$ cat src/rtl/mont_caster_arbiter.sv
// Round-robin front end for the single mont_caster engine: grants one requester, streams its
// operand blocks into the engine, then routes the engine's result stream back tagged with the owner.
module mont_caster_arbiter #(
    parameter int REGISTER_SIZE = 32,
    parameter int BITS_IN_NUM   = 4096,
    parameter int NUM_REQ       = 2
) (
    input  logic                             clk_in,
    input  logic                             rst_in,
    input  logic [NUM_REQ-1:0]               req_in,
    input  logic [NUM_REQ*REGISTER_SIZE-1:0] req_data_in,
    input  logic [NUM_REQ-1:0]               req_valid_in,
    output logic [NUM_REQ-1:0]               req_ready_out,
    output logic [$clog2(NUM_REQ)-1:0]       grant_out,
    output logic                             busy_out,
    input  logic                             eng_ready_in,
    output logic [REGISTER_SIZE-1:0]         eng_data_out,
    output logic                             eng_valid_out,
    input  logic [REGISTER_SIZE-1:0]         eng_data_in,
    input  logic                             eng_valid_in,
    input  logic                             eng_final_in,
    output logic [REGISTER_SIZE-1:0]         res_data_out,
    output logic                             res_valid_out,
    output logic [$clog2(NUM_REQ)-1:0]       res_id_out,
    output logic                             res_final_out
);

    localparam int BLOCKS = BITS_IN_NUM / REGISTER_SIZE;
    localparam int IDW    = $clog2(NUM_REQ);
    localparam int CW     = $clog2(BLOCKS) + 1;

    typedef enum logic [1:0] {
        IDLE  = 2'd0,
        FEED  = 2'd1,
        FLUSH = 2'd2,
        DRAIN = 2'd3
    } state_t;

    state_t           state;
    state_t           state_next;
    logic [IDW-1:0]   rr_ptr;
    logic [IDW-1:0]   rr_next;
    logic [IDW-1:0]   winner;
    logic             found;
    logic [CW-1:0]    beat_cnt;
    logic             start;
    logic             accept;

    // Scan requesters starting at the round-robin pointer, wrapping past the top ID.
    always_comb begin
        winner = rr_ptr;
        found  = 1'b0;
        for (int k = 0; k < NUM_REQ; k++) begin
            int idx;
            idx = int'(rr_ptr) + k;
            if (idx >= NUM_REQ) idx = idx - NUM_REQ;
            if (!found && req_in[idx]) begin
                winner = IDW'(idx);
                found  = 1'b1;
            end
        end
        rr_next = (winner == IDW'(NUM_REQ - 1)) ? '0 : winner + 1'b1;
    end

    always_comb begin
        state_next = state;
        start      = 1'b0;
        accept     = 1'b0;
        case (state)
            IDLE: begin
                if (eng_ready_in && found) begin
                    start      = 1'b1;
                    state_next = FEED;
                end
            end
            FEED: begin
                accept = req_valid_in[grant_out] && (beat_cnt < CW'(BLOCKS));
                if (accept && beat_cnt == CW'(BLOCKS - 1)) state_next = FLUSH;
            end
            FLUSH:   state_next = DRAIN;
            DRAIN:   if (eng_final_in) state_next = IDLE;
            default: state_next = IDLE;
        endcase
    end

    always_comb begin
        req_ready_out = '0;
        if (state == FEED) req_ready_out[grant_out] = 1'b1;
    end

    assign busy_out = (state != IDLE);

    always_ff @(posedge clk_in) begin
        if (rst_in) state <= IDLE;
        else        state <= state_next;
    end

    // eng_valid_out follows accept, so gaps and the FLUSH cycle both present valid low to the engine.
    always_ff @(posedge clk_in) begin
        if (rst_in) begin
            rr_ptr        <= '0;
            grant_out     <= '0;
            beat_cnt      <= '0;
            eng_data_out  <= '0;
            eng_valid_out <= 1'b0;
            res_data_out  <= '0;
            res_valid_out <= 1'b0;
            res_id_out    <= '0;
            res_final_out <= 1'b0;
        end else begin
            eng_valid_out <= accept;
            if (accept) begin
                eng_data_out <= req_data_in[grant_out*REGISTER_SIZE +: REGISTER_SIZE];
                beat_cnt     <= beat_cnt + 1'b1;
            end
            if (start) begin
                grant_out <= winner;
                rr_ptr    <= rr_next;
                beat_cnt  <= '0;
            end
            res_valid_out <= (state == DRAIN) && eng_valid_in;
            res_final_out <= (state == DRAIN) && eng_final_in;
            if (state == DRAIN && eng_valid_in) begin
                res_data_out <= eng_data_in;
                res_id_out   <= grant_out;
            end
        end
    end

endmodule

$ cat config.mk
export PLATFORM = sky130hd
export DESIGN_NAME = mont_caster_arbiter
export DESIGN_NICKNAME = d
export VERILOG_FILES = /design/src/rtl/mont_caster_arbiter.sv
export SDC_FILE = /design/constraint.sdc
export NUM_CORES = 1
export LEC_CHECK = 0
export ABC_AREA = 1
export BUFFER_PORTS_ARGS = -buffer_cell sky130_fd_sc_hd__buf_2
export CORE_AREA = 2 2 99 101
export DETAILED_ROUTE_END_ITERATION = 16
export DIE_AREA = 0 0 101 103
export PLACE_DENSITY = 0.72
export SYNTH_ARGS = -nofsm -noshare
export SYNTH_HDL_FRONTEND = slang
export SYNTH_SLANG_ARGS = --single-unit
$ cat constraint.sdc
create_clock -name clk_in -period 1.3 [get_ports clk_in]
set_input_delay 0.26 -clock clk_in [delete_from_list [all_inputs] [get_ports clk_in]]
set_output_delay 0.26 -clock clk_in [all_outputs]
set_load 0.03 [all_outputs]
==> out/results.txt <==
Status = complete, but fails checks
Violations in the final reports = negative setup slack
Setup Skew = 6.46 ps
Hold Path Sink = res_data_out[19]
DRC viols = 0
GP Congestion = 0.777
Via Count = 3917
Layout area overhead = 55.4%
Clock root buffer master = clkbuf_8
Yosys reg bits = 80
Clk_lat worst skew = 350 ps
Hold slack = 136 ps
Worst path arrival time = 1260 ps
Area leader, netlist = dfxtp_1
Post-Syn Instances = 500
R2r endpoint = eng_data_out[22]
R2R Path Start = state[0]
First-pass GRT wire length = 16.1 mm
Hold-fix buffers, CTS = 0
Peak Freq = 657 MHz
Port bufs = 176
Vias in the first global route = 3588
Vias per cell = 4.76
Avg Synthesized Cell Area = 7.28 um^2
RSZ-0062 raised after global routing = yes
Final Hold Fails = 0
Delay-heaviest family, CP = flip-flops
Synth cell types = 25
Area of the multi-input gates = 2090 um^2
Post-Syn Area = 3640 um^2
Starting DRT DRC Count = 120
Number of synthesized flops with an enable pin = 0
Final setup violation count = 48
CTS tree = done
Post-layout util = 59.8%
Clock-pin slew on the worst setup and hold paths = 90 ps
CP cell instances = ha_4 -> inv_4 -> buf_6 -> nor2_4 -> buf_6
Slew of the pin with the lowest slew margin = 350 ps
Type of the worst setup path = register to primary output
Most frequent cell after synthesis = nand2_1
Total die area = 10400 um^2
Final Max Tran Viols = 0
GRT Total Usage = 19.4%
Most used DFF post-synth = dfxtp_1
Period Utilization, post-route = 117%
R2R depth = 9
Final min period = 1520 ps
Startpoint types = register
Die X = 101 um
Hold path startpoint = eng_data_in[19]
Post-synth top area share = 44.0%
Pin count of the biggest net entering global routing = 37
Total grt overflow = 0
Initial Utilization = 38.5%
PD cells = 1670 nW/um^2
Initial antenna violation count = 0
Synth warnings = 0
Mapped Nets = 610
Sequential share of the synthesized area = 44.0%
Post-DP HPWL = 7.06 mm
CP peak stage delay = 390 ps
CTS Buf Count = 9
Number of max-cap violations = 0
I/O Pins = 177
Hold Path Stages = 3
Worst EP required = 1040 ps
CP max-delay cell = dfxtp_4
H-tree levels = 3
Bufs on Longest Clock Path = 2
# rows = 36
CP most frequent cell = buf_6
Relative slew slack = 76.5%
Share of layout cells above drive strength 1 = 50.2%
Routed Antenna Nets = 0
CTS Sinks = 80
Maximum vdd drop = 0.747 mV
Ant. Diodes = 0
Register area = 1610 um^2
WL/cell = 12.9 um
Post-route setup slack = -223 ps
CP Capture Type = primary output
Synth top cells by count = 159 x nand2_1, 80 x dfxtp_1, 76 x nor2_1, 33 x nand2_2, 33 x o21ai_0
1st-pass router iterations = 4
Layout net count = 814
Fillers = 852
Total Wirelength = 10.6 mm
Die Y = 103 um
Worst min-delay path class = input pin to register
Top cells by area, synth = dfxtp_1 44%, nand2_1 16%, nor2_1 7.8%
CP max FO = 4
Core area = 9460 um^2
P_leak = 2.77 nW
Async set-reset flop share out of synthesis = 0%
R2R setup slack = -170 ps
Critical path buffers and inverters = 3
cell type report:
| type | instances | area share (%) |
|---|---|---|
| multi-input cells | 369 | 36.9 |
| well taps | 114 | 2.52 |
| repair buffers | 221 | 26.1 |
| flip-flops and latches | 80 | 28.5 |
| inverters | 23 | 1.88 |
| clock inverters | 6 | 1.64 |
| clock buffers | 10 | 2.43 |
cell families (layout without fill, tap and decap cells):
logic type,after synthesis,count (layout),share of synthesized area [%]
AO/OA/AOI/OAI,82,82,14.7
XOR/XNOR,3,3,0.722
adder cells (fa/ha/maj),5,5,1.72
buffers and inverters,51,260,6.64
flip-flops,80,80,44.0
AND/OR/NAND/NOR,279,279,32.2
worst register-to-register path: cells and delay by family, from the launching register on:
family	cells	cell delay [ps]
compound gates	1	120
fa+ha+maj	1	170
simple gates	2	180
buf+inv	5	540
flops	1	390
placed cells by master, fill, tap and decap left out, types with 3 or more instances in the layout:
cell and n:
clkbuf_8 10, buf_12 8, buf_2 172, inv_1 11
dfxtp_1 75, nor2_4 3, inv_4 5, nand2_2 24
nand2_4 18, buf_4 19, clkinv_1 3, a21oi_1 3
nand3_2 3, o21ai_1 13, o21ai_0 22, dfxtp_2 3
a21oi_2 40, nor2_2 5, nand2_1 148, inv_2 3
nor2_1 70, xor2_1 3, buf_6 17, ha_4 3
worst max path at each step:
stage                          from          endpoint  slack, ps  cells past startpoint
after global routing       state[0]  req_ready_out[0]       -270                      5
final                      state[0]  req_ready_out[0]       -220                      5
after CTS                  state[1]  req_ready_out[1]       -240                      6
after floorplan           grant_out  req_ready_out[1]        -50                      4
after global placement     state[1]       beat_cnt[2]        -70                      8
after detailed placement   state[0]       beat_cnt[2]       -120                      7
sequential cells by signal, indices dropped and copies added, names as in the netlist, 2 cells and up:
signal / count
eng_data_out: 32
res_data_out: 32
beat_cnt: 8
state: 2
layer usage:
metal	global-route usage (%)	routed length, um	part of all wire, %
met2	33.5	5200	49
met1	23.7	4680	44
met5	0	0	0
met3	3.19	479	4.5
met4	8.94	256	2.4
stage by stage:
stage / instances / area, um^2 / setup TNS, ps / total power (W) / setup slack [ps]
3_5_place_dp: 787 / 4790 / -2800 / 0.00618 / -124
6_report: 823 / 5650 / -4950 / 0.00947 / -223
2_1_floorplan: 500 / 3660 / -590 / 0.00512 / -54.4
4_1_cts: 817 / 5420 / -6340 / 0.00918 / -243
5_1_grt: 823 / 5650 / -7230 / 0.00998 / -274
3_3_place_gp: 787 / 4790 / -438 / 0.00609 / -70.8
power by group:
part           internal, W  leakage (nW)  switching, W  total (W)
registers          0.00277         0.651      0.000191    0.00296
logic              0.00188          2.01       0.00250    0.00439
clock network      0.00114         0.109      0.000974    0.00211
what timing repair did:
| action | CTS | global route |
|---|---|---|
| setup buffers | 11 | 8 |
| endpoints found under the setup margin | 47 | 79 |
| cloned | 4 | 3 |
| gates resized for setup | 58 | 66 |
| pin swaps | 9 | 17 |
Note: power is estimated with default switching activity, not from simulation.
